===== src/rtl/instr_fetch_unit.sv =====
// Instruction fetch unit: requests 4-word lines from the instruction memory and
// streams single 32-bit instructions to decode over a valid/ready handshake.
module instr_fetch_unit #(
   parameter int unsigned       ADDR_W   = 32,
   parameter logic [ADDR_W-1:0] RESET_PC = '0
) (
   input  logic              clk,
   input  logic              rst_n,
   input  logic              FETCH_EN,
   output logic [ADDR_W-1:0] ADDRESS,
   input  logic [127:0]      INSTRUCTION_SET,
   output logic [31:0]       INSTR,
   output logic [ADDR_W-1:0] INSTR_PC,
   output logic              INSTR_VALID,
   input  logic              INSTR_READY,
   input  logic              BRANCH_TAKEN,
   input  logic [ADDR_W-1:0] BRANCH_TARGET
);

   typedef enum logic [1:0] {
      S_IDLE    = 2'd0,
      S_ISSUE   = 2'd1,
      S_CAPTURE = 2'd2,
      S_SERVE   = 2'd3
   } state_e;

   state_e              state_q;
   logic [ADDR_W-1:0]   pc_q;
   logic [ADDR_W-1:0]   pc_inc_d;
   logic [ADDR_W-1:0]   addr_q;
   logic [127:0]        line_q;
   logic [31:0]         instr_q;
   logic [ADDR_W-1:0]   instr_pc_q;
   logic                valid_q;
   logic                last_word_d;

   function automatic logic [ADDR_W-1:0] line_of(input logic [ADDR_W-1:0] a);
      return {a[ADDR_W-1:2], 2'b00};
   endfunction

   function automatic logic [31:0] word_of(input logic [127:0] line, input logic [1:0] idx);
      return line[{idx, 5'd0} +: 32];
   endfunction

   assign pc_inc_d    = pc_q + ADDR_W'(1);
   assign last_word_d = (pc_q[1:0] == 2'd3);

   // Single-process FSM; a redirect overrides every state, an in-flight line is
   // dropped simply by re-entering ISSUE with the new line address.
   always_ff @(posedge clk or negedge rst_n) begin
      if (!rst_n) begin
         state_q    <= S_IDLE;
         pc_q       <= RESET_PC;
         addr_q     <= line_of(RESET_PC);
         line_q     <= '0;
         instr_q    <= '0;
         instr_pc_q <= RESET_PC;
         valid_q    <= 1'b0;
      end else if (BRANCH_TAKEN) begin
         pc_q    <= BRANCH_TARGET;
         valid_q <= 1'b0;
         if (FETCH_EN) begin
            state_q <= S_ISSUE;
            addr_q  <= line_of(BRANCH_TARGET);
         end else begin
            state_q <= S_IDLE;
         end
      end else begin
         case (state_q)
            S_IDLE: begin
               if (FETCH_EN) begin
                  state_q <= S_ISSUE;
                  addr_q  <= line_of(pc_q);
               end
            end
            S_ISSUE: begin
               state_q <= S_CAPTURE;
            end
            S_CAPTURE: begin
               line_q     <= INSTRUCTION_SET;
               instr_q    <= word_of(INSTRUCTION_SET, pc_q[1:0]);
               instr_pc_q <= pc_q;
               valid_q    <= 1'b1;
               state_q    <= S_SERVE;
            end
            S_SERVE: begin
               if (INSTR_READY) begin
                  pc_q <= pc_inc_d;
                  if (!last_word_d) begin
                     instr_q    <= word_of(line_q, pc_inc_d[1:0]);
                     instr_pc_q <= pc_inc_d;
                  end else begin
                     valid_q <= 1'b0;
                     if (FETCH_EN) begin
                        state_q <= S_ISSUE;
                        addr_q  <= line_of(pc_inc_d);
                     end else begin
                        state_q <= S_IDLE;
                     end
                  end
               end
            end
            default: begin
               state_q <= S_IDLE;
            end
         endcase
      end
   end

   assign ADDRESS     = addr_q;
   assign INSTR       = instr_q;
   assign INSTR_PC    = instr_pc_q;
   assign INSTR_VALID = valid_q;

endmodule


===== config.mk =====
export PLATFORM = sky130hd
export DESIGN_NAME = instr_fetch_unit
export DESIGN_NICKNAME = d
export VERILOG_FILES = /design/src/rtl/instr_fetch_unit.sv
export SDC_FILE = /design/constraint.sdc
export NUM_CORES = 1
export LEC_CHECK = 0
export ABC_AREA = 1
export BUFFER_PORTS_ARGS = -buffer_cell sky130_fd_sc_hd__buf_4
export CELL_PAD_IN_SITES_DETAIL_PLACEMENT = 0
export CELL_PAD_IN_SITES_GLOBAL_PLACEMENT = 2
export CORE_ASPECT_RATIO = 0.8
export CORE_MARGIN = 8
export CORE_UTILIZATION = 31
export CTS_CLUSTER_SIZE = 20
export DETAILED_ROUTE_END_ITERATION = 12
export PLACE_DENSITY_LB_ADDON = 0.08
export SETUP_SLACK_MARGIN = 0.15
export SYNTH_ARGS = -nofsm -noshare
export SYNTH_HDL_FRONTEND = slang
export SYNTH_SLANG_ARGS = --single-unit

===== constraint.sdc =====
create_clock -name clk -period 2.3 [get_ports clk]
set_input_delay 0.23 -clock clk [delete_from_list [all_inputs] [get_ports clk]]
set_output_delay 0.23 -clock clk [all_outputs]
set_load 0.01 [all_outputs]

==> impl_metrics.env, run 1 <==
export IMPL_p_sw_w=0.00847
export IMPL_holdCritStartpoint="BRANCH_TARGET[4]"
export IMPL_yosys_cell_types_count=37
export IMPL_cts_tree="done"
export IMPL_num_antenna_cells=0
export IMPL_cp_start_kind="register"
export IMPL_grt_max_degree=143
export IMPL_synth_flop_cell="dfrtp_1"
export IMPL_min_path_type="input port to register"
export IMPL_dieHeight_um=203
export IMPL_drt_initial_drc_count=939
export IMPL_min_path_cells=3
export IMPL_internal_power_w=0.0128
export IMPL_r2r_setup_slack_ps=300
export IMPL_stdcell_count=2819
export IMPL_wirelength_mm=52.2
export IMPL_ir_drop_uv=590
export IMPL_status="complete, no violations"
export IMPL_syn_area_per_cell_um2=7.27
export IMPL_via_per_inst=4.87
export IMPL_setup_slack_ps=304
export IMPL_routedWlPerCell_um=18.5
export IMPL_cts_clk_slew_worst_paths_ps=60
export IMPL_swShare=0.398
export IMPL_ff2ff_path_depth=8
export IMPL_placedCellCount=2614
export IMPL_slowest_delay_ps=470
export IMPL_ys_async_sr_fraction=1.00
export IMPL_holdPathEnd="ADDRESS[4]$_DFFE_PN0P_"
export IMPL_p_clk_frac=0.220
export IMPL_cts_made_buffers=29
export IMPL_finalCriticalPeriod_ps=2000
export IMPL_ant_nets=0
export IMPL_clock_sinks=257
export IMPL_portBuffers=259
export IMPL_regToRegEndpoint="ADDRESS[11]$_DFFE_PN0P_"
export IMPL_path_class="register to register"
export IMPL_start_util=0.315
export IMPL_die_area_um2=50900
export IMPL_slew_limit_headroom=0.541
export IMPL_pin_count=262
export IMPL_overflow=0
export IMPL_fmax_mhz=501
export IMPL_cap_viol_max_count=0
export IMPL_clock_latency_ps=560
export IMPL_path_buf_inv=0
export IMPL_rsz0062_at_grt="no"
export IMPL_finalHoldViolations=0
export IMPL_slew_viol_final=0
export IMPL_arrival_ps=2480
export IMPL_fin_hold_ws_ps=26.7
export IMPL_crit_chain="nand2_1 > nor2_4 > nand2_2 > nor2_2 > nand2_1 > nand3_1 > o211ai_1 > a21oi_1"
export IMPL_fin_crit_sh=0.868
export IMPL_post_cts_setup_buffers=0
export IMPL_synthCells=1872
export IMPL_core_area_um2=43200
export IMPL_crit_path_max_fanout=7
export IMPL_crit_top_cell="nand2_1"
export IMPL_leakagePower_nw=9.06
export IMPL_track_usage=0.202
export IMPL_row_count=68
export IMPL_max_clock_path_buffers=3
export IMPL_ys_seq_area_frac=0.473
export IMPL_setup_viol_count_final=0
export IMPL_required_ps=2780
export IMPL_yosys_warnings=0
export IMPL_tns_ps=0
export IMPL_drc=0
export IMPL_die_w_um=250
export IMPL_cts_root_buf="clkbuf_16"
export IMPL_max_slew_worst_pin_slew_ps=688
export IMPL_post_place_ws_ps=171
export IMPL_skew_ps=12.2
export IMPL_seq_power_share=0.365
export IMPL_first_pass_iters=5
export IMPL_power_w=0.0213
export IMPL_cp_end_kind="register"
export IMPL_areaGrowthSynthToFinish_pct=37.5
export IMPL_place_gp_congestion=0.865
export IMPL_syn_cell_area_um2=13600
export IMPL_nets=2409
export IMPL_grt_pass1_vias=13882
export IMPL_synth_edf_count=0
export IMPL_htree_levels=1
export IMPL_crit_slowest_cell="dfrtp_1"
export IMPL_ys_seq_elements=257
export IMPL_hpwl_mm=34.7
export IMPL_grt_antenna_before_repair=1
export IMPL_grt_pass1_wl_mm=82.9
export IMPL_critPathTopFamily="simple AND/OR/NAND/NOR gates"
export IMPL_reg2reg_from="pc_q[2]$_DFFE_PN0P_"
export IMPL_powerDensity_nw_per_um2=1140
export IMPL_pwr_share_comb=0.416
export IMPL_drive_above_1_share=0.165
export IMPL_route_vias_total=13722
## cell usage after synthesis (2+ instances only)
cell,instances,share of area
nand2_2,7,0.0032
nand3b_1,2,0.0011
buf_1,11,0.0030
a21oi_1,107,0.039
nand3_1,139,0.051
xnor2_1,2,0.0013
nor2_2,11,0.0051
a31oi_1,16,0.0074
buf_4,8,0.0044
or2_0,4,0.0018
clkbuf_1,54,0.015
ha_1,4,0.0037
inv_1,126,0.035
nor2_1,115,0.032
o21ai_1,28,0.010
nor2_4,4,0.0033
inv_2,7,0.0019
o211ai_1,51,0.028
dfrtp_1,257,0.47
buf_2,39,0.014
o21ai_0,159,0.058
xor2_1,7,0.0045
nand2_1,694,0.19
o221ai_1,4,0.0026
o2111ai_1,4,0.0026
## power by group through the flow
stage / clock network, W / logic, W / registers, W
after floorplan: 0 / 0.00482 / 0.00785
after global placement: 0 / 0.00864 / 0.00780
after detailed placement: 0 / 0.00874 / 0.00780
after CTS: 0.00484 / 0.00897 / 0.00776
after global routing: 0.00500 / 0.0100 / 0.00802
final: 0.00468 / 0.00885 / 0.00776
## state kept, by name, summed over array words and instances (netlist names)
register     count
pc_q            32
INSTR_VALID      1
state_q          2
line_q         128
INSTR           32
ADDRESS         30
INSTR_PC        32
## stage by stage
step                      cell area, um^2  utilization
after floorplan                     13600            -
after global placement              16200        0.375
after detailed placement            16200        0.375
after CTS                           18700        0.432
after global routing                18700        0.433
final                               18700        0.433
## logic make-up (layout without fill, tap and decap cells)
group | count (synthesis) | after routing | synth area share
other | 1 | 2 | 0.000276
AO/OA/AOI/OAI | 375 | 375 | 0.153
AND/OR/NAND/NOR | 978 | 978 | 0.290
adder cells (fa/ha/maj) | 4 | 4 | 0.00368
XOR/XNOR | 9 | 9 | 0.00579
flip-flops | 257 | 257 | 0.473
buffers and inverters | 248 | 634 | 0.0748
## timing repair
item / 4_1_cts / 5_1_grt
endpoints found under the setup margin: 0 / 52
endpoints found under the hold margin: 421 / 0
gates resized for setup: 0 / 5
hold buffers: 155 / 0
## per-layer routing
layer | wire length (um) | share of wire | vias to the layer above | track usage
met5 | 95 | 0.0018 | - | 0.0114
li1 | - | - | 6782 | -
met1 | 26400 | 0.51 | 6545 | 0.305
met2 | 22300 | 0.43 | 338 | 0.304
met4 | 741 | 0.014 | 4 | 0.0313
met3 | 2730 | 0.052 | 53 | 0.0358
## placed cells by master, fill, tap and decap left out, types with 2 or more instances in the layout
master	Yosys	final
nand2_1	694	693
clkbuf_16	0	29
ha_1	4	3
buf_4	8	279
xor2_1	7	7
o221ai_1	4	4
or2_0	4	4
nor2_4	4	5
o211ai_1	51	51
dlygate4sd3_1	0	155
nand3b_1	2	2
xnor2_1	2	2
nand3_1	139	139
o2111ai_1	4	4
inv_1	126	126
inv_2	7	5
clkinv_2	0	4
o21ai_1	28	28
clkbuf_8	0	10
nor2_2	11	11
buf_12	0	13
nor2_1	115	114
clkbuf_1	54	7
a31oi_1	16	16
dfrtp_1	257	256
o21ai_0	159	159
buf_6	1	2
a21oi_1	107	107
nand2_2	7	7
conb_1	1	2
## layout make-up
type,count,area [um^2]
clock buffer,46,890
tap,560,701
inverter,134,505
fill,4437,24500
multi-input combinational,1368,6190
clock inverter,4,47.5
sequential,257,6430
timing repair buffer,450,3940
## worst max-delay path by stage
stage | startpoint | to | slack [ps] | cells past startpoint
after floorplan | pc_q[0]$_DFFE_PN0P_ | INSTR[10]$_DFFE_PN0P_ | 580 | 9
after global placement | state_q[1]$_DFFE_PN0P_ | INSTR_PC[8]$_DFFE_PN0P_ | 250 | 7
after CTS | state_q[1]$_DFFE_PN0P_ | INSTR_PC[6]$_DFFE_PN0P_ | 150 | 7
final | pc_q[2]$_DFFE_PN0P_ | ADDRESS[11]$_DFFE_PN0P_ | 300 | 8
after detailed placement | state_q[1]$_DFFE_PN0P_ | INSTR_PC[6]$_DFFE_PN0P_ | 170 | 7
after global routing | pc_q[2]$_DFFE_PN0P_ | ADDRESS[11]$_DFFE_PN0P_ | 150 | 8
## worst register-to-register path, cell delays in order, from the launching register on
cell	delay (ps)
dfrtp_1	470
nand2_1	140
nor2_4	180
nand2_2	220
nor2_2	380
nand2_1	130
nand3_1	150
o211ai_1	100
a21oi_1	150
Power figures use the tool's default switching activity.
==> inputs of run 2 (changes only) <==
==> constraint.sdc (replaced) <==
create_clock -name clk -period 2.3 [get_ports clk]
set_input_delay 0.345 -clock clk [delete_from_list [all_inputs] [get_ports clk]]
set_output_delay 0.345 -clock clk [all_outputs]
set_load 0.01 [all_outputs]
==> run 2 against run 1 <==
Against the previous run: maximum frequency is 0.15% lower; count of clock-buffer cells in the layout is 4 higher; sequential cell count stayed put; register-to-register slack about the same; clock power barely moved; die area is the same; critical path depth is 1 higher; sequential power about the same; critical endpoint is now ADDRESS[26]$_DFFE_PN0P_.
==> impl_metrics.env, run 2 (same netlist as run 1, synthesis figures left out) <==
export IMPL_status="complete, no violations"
export IMPL_finalCriticalPeriod_ps=2000
export IMPL_cts_made_buffers=30
export IMPL_route_vias_total=13451
export IMPL_stdcell_count=2750
export IMPL_max_slew_worst_pin_slew_ps=806
export IMPL_grt_max_degree=167
export IMPL_grt_pass1_wl_mm=81.2
export IMPL_fin_crit_sh=0.869
export IMPL_ir_drop_uv=633
export IMPL_path_class="register to register"
export IMPL_wirelength_mm=51.6
export IMPL_clock_sinks=257
export IMPL_setup_viol_count_final=0
export IMPL_clock_latency_ps=570
export IMPL_leakagePower_nw=8.76
export IMPL_crit_path_max_fanout=5
export IMPL_placedCellCount=2612
export IMPL_portBuffers=259
export IMPL_die_area_um2=50900
export IMPL_die_w_um=250
export IMPL_overflow=0
export IMPL_pin_count=262
export IMPL_wl_met2_mm=21.5
export IMPL_grt_pass1_vias=13534
export IMPL_post_cts_setup_buffers=0
export IMPL_mostFrequentLayoutCell="nand2_1"
export IMPL_largest_reg_flops=128
export IMPL_via_per_inst=4.89
export IMPL_nets=2337
export IMPL_dieHeight_um=203
export IMPL_drive_above_1_share=0.169
export IMPL_tns_ps=0
export IMPL_ant_nets=0
export IMPL_grt_antenna_before_repair=2
export IMPL_start_util=0.315
export IMPL_setup_slack_ps=300
export IMPL_cp_end_kind="register"
export IMPL_first_pass_iters=5
export IMPL_row_count=68
export IMPL_cap_viol_max_count=0
export IMPL_dr_wl_met3_mm=3.05
export IMPL_htree_levels=1
export IMPL_place_gp_congestion=0.834
export IMPL_slew_viol_final=0
export IMPL_cts_clk_slew_worst_paths_ps=70
export IMPL_layout_common_cells="693 x nand2_1, 274 x buf_4, 256 x dfrtp_1"
export IMPL_post_place_ws_ps=291
export IMPL_min_path_type="input port to register"
export IMPL_cp_start_kind="register"
export IMPL_max_clock_path_buffers=3
export IMPL_drc=0
export IMPL_top_register="line_q"
export IMPL_areaGrowthSynthToFinish_pct=32.5
export IMPL_hpwl_mm=34.1
export IMPL_cts_root_buf="clkbuf_16"
export IMPL_skew_ps=16.3
export IMPL_routedWlPerCell_um=18.8
export IMPL_finalHoldViolations=0
export IMPL_cts_tree="done"
export IMPL_dr_max_layer_used="met5"
export IMPL_slew_limit_headroom=0.463
export IMPL_drt_initial_drc_count=1000
export IMPL_core_area_um2=43200
export IMPL_required_ps=2790
export IMPL_rsz0062_at_grt="yes"
export IMPL_track_usage=0.199
export IMPL_drt_met1_wl_mm=26.4
export IMPL_fmax_mhz=500
export IMPL_arrival_ps=2490
export IMPL_powerDensity_nw_per_um2=1180
-- run 2: cell count changes in the layout (fill, tap and decap cells not counted), sizes merged --
cell / change
dlygate4sd3: -71
bufinv: -1
diode: +1
buf: -2
clkbuf: +4
-- run 2: critical path: stages (launching register included) --
cell and delay, ps:
dfrtp_4 440, ha_1 260, nand2_1 90, nor2_2 180
nand2_2 170, nor2_2 270, nand3_1 140, nand3_1 120
nand3_1 80, a21oi_1 170
-- run 2: metal layers --
metal  track usage  up-vias
met3        0.0430       50
met5             0        -
met2         0.292      324
met4        0.0324        2
li1              -     6651
met1         0.302     6424
-- run 2: layout make-up --
type | count | area, um^2
Tap cell | 560 | 701
Inverter | 134 | 509
Antenna cell | 1 | 2.50
Timing Repair Buffer | 377 | 3260
Fill cell | 4527 | 25200
Sequential cell | 257 | 6430
Clock buffer | 50 | 927
Multi-Input combinational cell | 1368 | 6180
Clock inverter | 3 | 18.8
-- run 2: worst paths after layout --
| path | start | end | slack [ps] | cells past startpoint |
|---|---|---|---|---|
| setup / recovery | pc_q[0]$_DFFE_PN0P_ | ADDRESS[26]$_DFFE_PN0P_ | 300 | 9 |
| hold / removal | INSTRUCTION_SET[51] | line_q[51]$_DFFE_PN0P_ | 20 | 3 |
| setup reg to reg | pc_q[0]$_DFFE_PN0P_ | ADDRESS[26]$_DFFE_PN0P_ | 300 | 9 |
| hold reg to reg | line_q[2]$_DFFE_PN0P_ | line_q[2]$_DFFE_PN0P_ | 480 | 2 |
| max in group asynchronous | rst_n | line_q[58]$_DFFE_PN0P_ | 1200 | 3 |
| min in group asynchronous | rst_n | line_q[100]$_DFFE_PN0P_ | 270 | 2 |
-- run 2: report_power, final --
part	leakage (nW)	total, W	internal (W)	switching, W
Combinational	5.15	0.00881	0.00350	0.00531
Sequential	3.14	0.00773	0.00653	0.00121
Clock	0.465	0.00471	0.00272	0.00200
Total	8.76	0.0213	0.0127	0.00851
-- run 2: timing repair --
item,CTS,global route
hold endpoints to repair,128,0
gates resized for setup,0,5
hold buffers,84,0
setup endpoints to repair,0,27
-- run 2: metrics by stage --
| step | hold WS (ps) | power, W | utilization | cell area (um^2) |
|---|---|---|---|---|
| finish | 23.2 | 0.0213 | 0.417 | 18000 |
| global route | 33.3 | 0.0230 | 0.417 | 18000 |
| CTS | 0.775 | 0.0215 | 0.417 | 18000 |
| detailed placement | 288 | 0.0166 | 0.375 | 16200 |
| global placement | 285 | 0.0165 | 0.375 | 16200 |
| floorplan | 49.4 | 0.0127 | - | 13600 |
==> inputs of run 3 (changes only) <==
- RECOVER_POWER: unset -> 25
==> run 3 against run 2 <==
Against the previous run: hold slack barely moved; combinational power barely moved; via count rose by 0.18%; clock skew barely moved; sequential power barely moved; cell area barely moved; largest power group unchanged.
==> impl_metrics.env, run 3 (same netlist as run 1, synthesis figures left out) <==
export IMPL_die_w_um=250
export IMPL_routedWlPerCell_um=18.8
export IMPL_holdPathEnd="line_q[51]$_DFFE_PN0P_"
export IMPL_leakagePower_nw=8.76
export IMPL_clock_latency_ps=570
export IMPL_grt_antenna_before_repair=2
export IMPL_min_path_cells=3
export IMPL_ff2ff_path_depth=9
export IMPL_start_util=0.315
export IMPL_ir_drop_uv=632
export IMPL_grt_pass1_vias=13534
export IMPL_grt_max_degree=167
export IMPL_track_usage=0.199
export IMPL_min_path_type="input port to register"
export IMPL_fin_crit_sh=0.869
export IMPL_rsz0062_at_grt="yes"
export IMPL_cts_tree="done"
export IMPL_cts_root_buf="clkbuf_16"
export IMPL_cp_start_kind="register"
export IMPL_crit_chain="ha_1 > nand2_1 > nor2_2 > nand2_2 > nor2_2 > nand3_1 > nand3_1 > nand3_1 > a21oi_1"
export IMPL_htree_levels=1
export IMPL_areaGrowthSynthToFinish_pct=32.4
export IMPL_slew_limit_headroom=0.0442
export IMPL_regToRegEndpoint="ADDRESS[26]$_DFFE_PN0P_"
export IMPL_slowest_delay_ps=440
export IMPL_skew_ps=16.0
export IMPL_status="complete, no violations"
export IMPL_finalCriticalPeriod_ps=2000
export IMPL_crit_slowest_cell="dfrtp_4"
export IMPL_grt_pass1_wl_mm=81.2
export IMPL_hpwl_mm=34.1
export IMPL_cap_viol_max_count=0
export IMPL_fin_area_um2=18000
export IMPL_reg2reg_from="pc_q[0]$_DFFE_PN0P_"
export IMPL_die_area_um2=50900
export IMPL_post_dp_cell_area_um2=16200
export IMPL_path_class="register to register"
export IMPL_portBuffers=259
export IMPL_clock_sinks=257
export IMPL_powerDensity_nw_per_um2=1180
export IMPL_top_usage_layer="met1"
export IMPL_place_gp_congestion=0.834
export IMPL_finalHoldViolations=0
export IMPL_largest_reg_flops=128
export IMPL_use_met3=0.0430
export IMPL_placedCellCount=2612
export IMPL_drc=0
export IMPL_cp_end_kind="register"
export IMPL_overflow=0
export IMPL_tns_ps=0
export IMPL_core_area_um2=43200
export IMPL_first_pass_iters=5
export IMPL_row_count=68
export IMPL_mostFrequentLayoutCell="nand2_1"
export IMPL_pin_count=262
export IMPL_nets=2337
export IMPL_fillers=4528
export IMPL_slew_viol_final=0
export IMPL_dieHeight_um=203
export IMPL_wirelength_mm=51.6
export IMPL_arrival_ps=2490
export IMPL_max_clock_path_buffers=3
export IMPL_crit_path_max_fanout=5
export IMPL_route_vias_total=13475
export IMPL_crit_top_cell="nand3_1"
export IMPL_holdCritStartpoint="INSTRUCTION_SET[51]"
export IMPL_max_slew_worst_pin_slew_ps=1430
export IMPL_cts_made_buffers=30
export IMPL_layout_common_cells="693 x nand2_1, 274 x buf_4, 256 x dfrtp_1"
export IMPL_via_per_inst=4.90
export IMPL_drive_above_1_share=0.169
export IMPL_cts_clk_slew_worst_paths_ps=70
export IMPL_drt_initial_drc_count=1000
export IMPL_gr_usage_met2=0.292
export IMPL_fmax_mhz=500
export IMPL_required_ps=2790
export IMPL_setup_viol_count_final=0
export IMPL_grtUsageMet1=0.302
export IMPL_stdcell_count=2750
export IMPL_ant_nets=0
export IMPL_top_register="line_q"
export IMPL_fin_hold_ws_ps=23.0
export IMPL_r2r_setup_slack_ps=300
## run 3: cell count changes in the layout (fill, tap and decap cells not counted)
cell,change
buf_8,-1
clkbuf_2,+1
## run 3: worst max-delay path by stage
stage / startpoint / to / slack, ps / cells past startpoint
floorplan: pc_q[0]$_DFFE_PN0P_ / INSTR[10]$_DFFE_PN0P_ / 580 / 9
detailed placement: pc_q[0]$_DFFE_PN0P_ / ADDRESS[28]$_DFFE_PN0P_ / 290 / 9
CTS: state_q[0]$_DFFE_PN0P_ / INSTR[24]$_DFFE_PN0P_ / 270 / 10
finish: pc_q[0]$_DFFE_PN0P_ / ADDRESS[26]$_DFFE_PN0P_ / 300 / 9
global route: state_q[1]$_DFFE_PN0P_ / INSTR[24]$_DFFE_PN0P_ / 130 / 8
global placement: state_q[1]$_DFFE_PN0P_ / ADDRESS[25]$_DFFE_PN0P_ / 330 / 7
## run 3: layout make-up
type,instances,area [um^2],area share
Clock inverter,3,18.8,0.00104
Inverter,134,509,0.0283
Antenna cell,1,2.50,0.000139
Sequential cell,257,6430,0.357
Multi-Input combinational cell,1368,6180,0.343
Clock buffer,50,927,0.0514
Tap cell,560,701,0.0389
Timing Repair Buffer,377,3250,0.180
## run 3: metal layers
metal | part of all wire | vias up
met2 | 0.42 | 336
met3 | 0.061 | 50
met1 | 0.51 | 6434
met4 | 0.013 | 2
li1 | - | 6653
met5 | 0.00017 | -
## run 3: repair_timing
action	4_1_cts	5_1_grt
resized for setup	0	5
endpoints found under the hold margin	128	0
endpoints found under the setup margin	0	27
setup buffers	0	0
hold buffers	84	0
## run 3: report_power, final
group | internal, W | switching [W]
clock | 0.00272 | 0.00200
combinational | 0.00350 | 0.00531
sequential | 0.00653 | 0.00120
total | 0.0127 | 0.00851
## run 3: critical path: cells and delay by family (launching register included)
kind	cells	cell delay (ps)
adder cells (fa/ha/maj)	1	260
AND/OR/NAND/NOR	7	1050
AO/OA/AOI/OAI	1	170
flip-flops	1	440
## run 3: through the flow
stage          setup slack [ps]  total power (W)  utilization
2_1_floorplan               582           0.0127            -
3_3_place_gp                328           0.0165        0.375
3_5_place_dp                291           0.0166        0.375
4_1_cts                     273           0.0215        0.417
5_1_grt                     134           0.0230        0.417
6_report                    301           0.0212        0.417
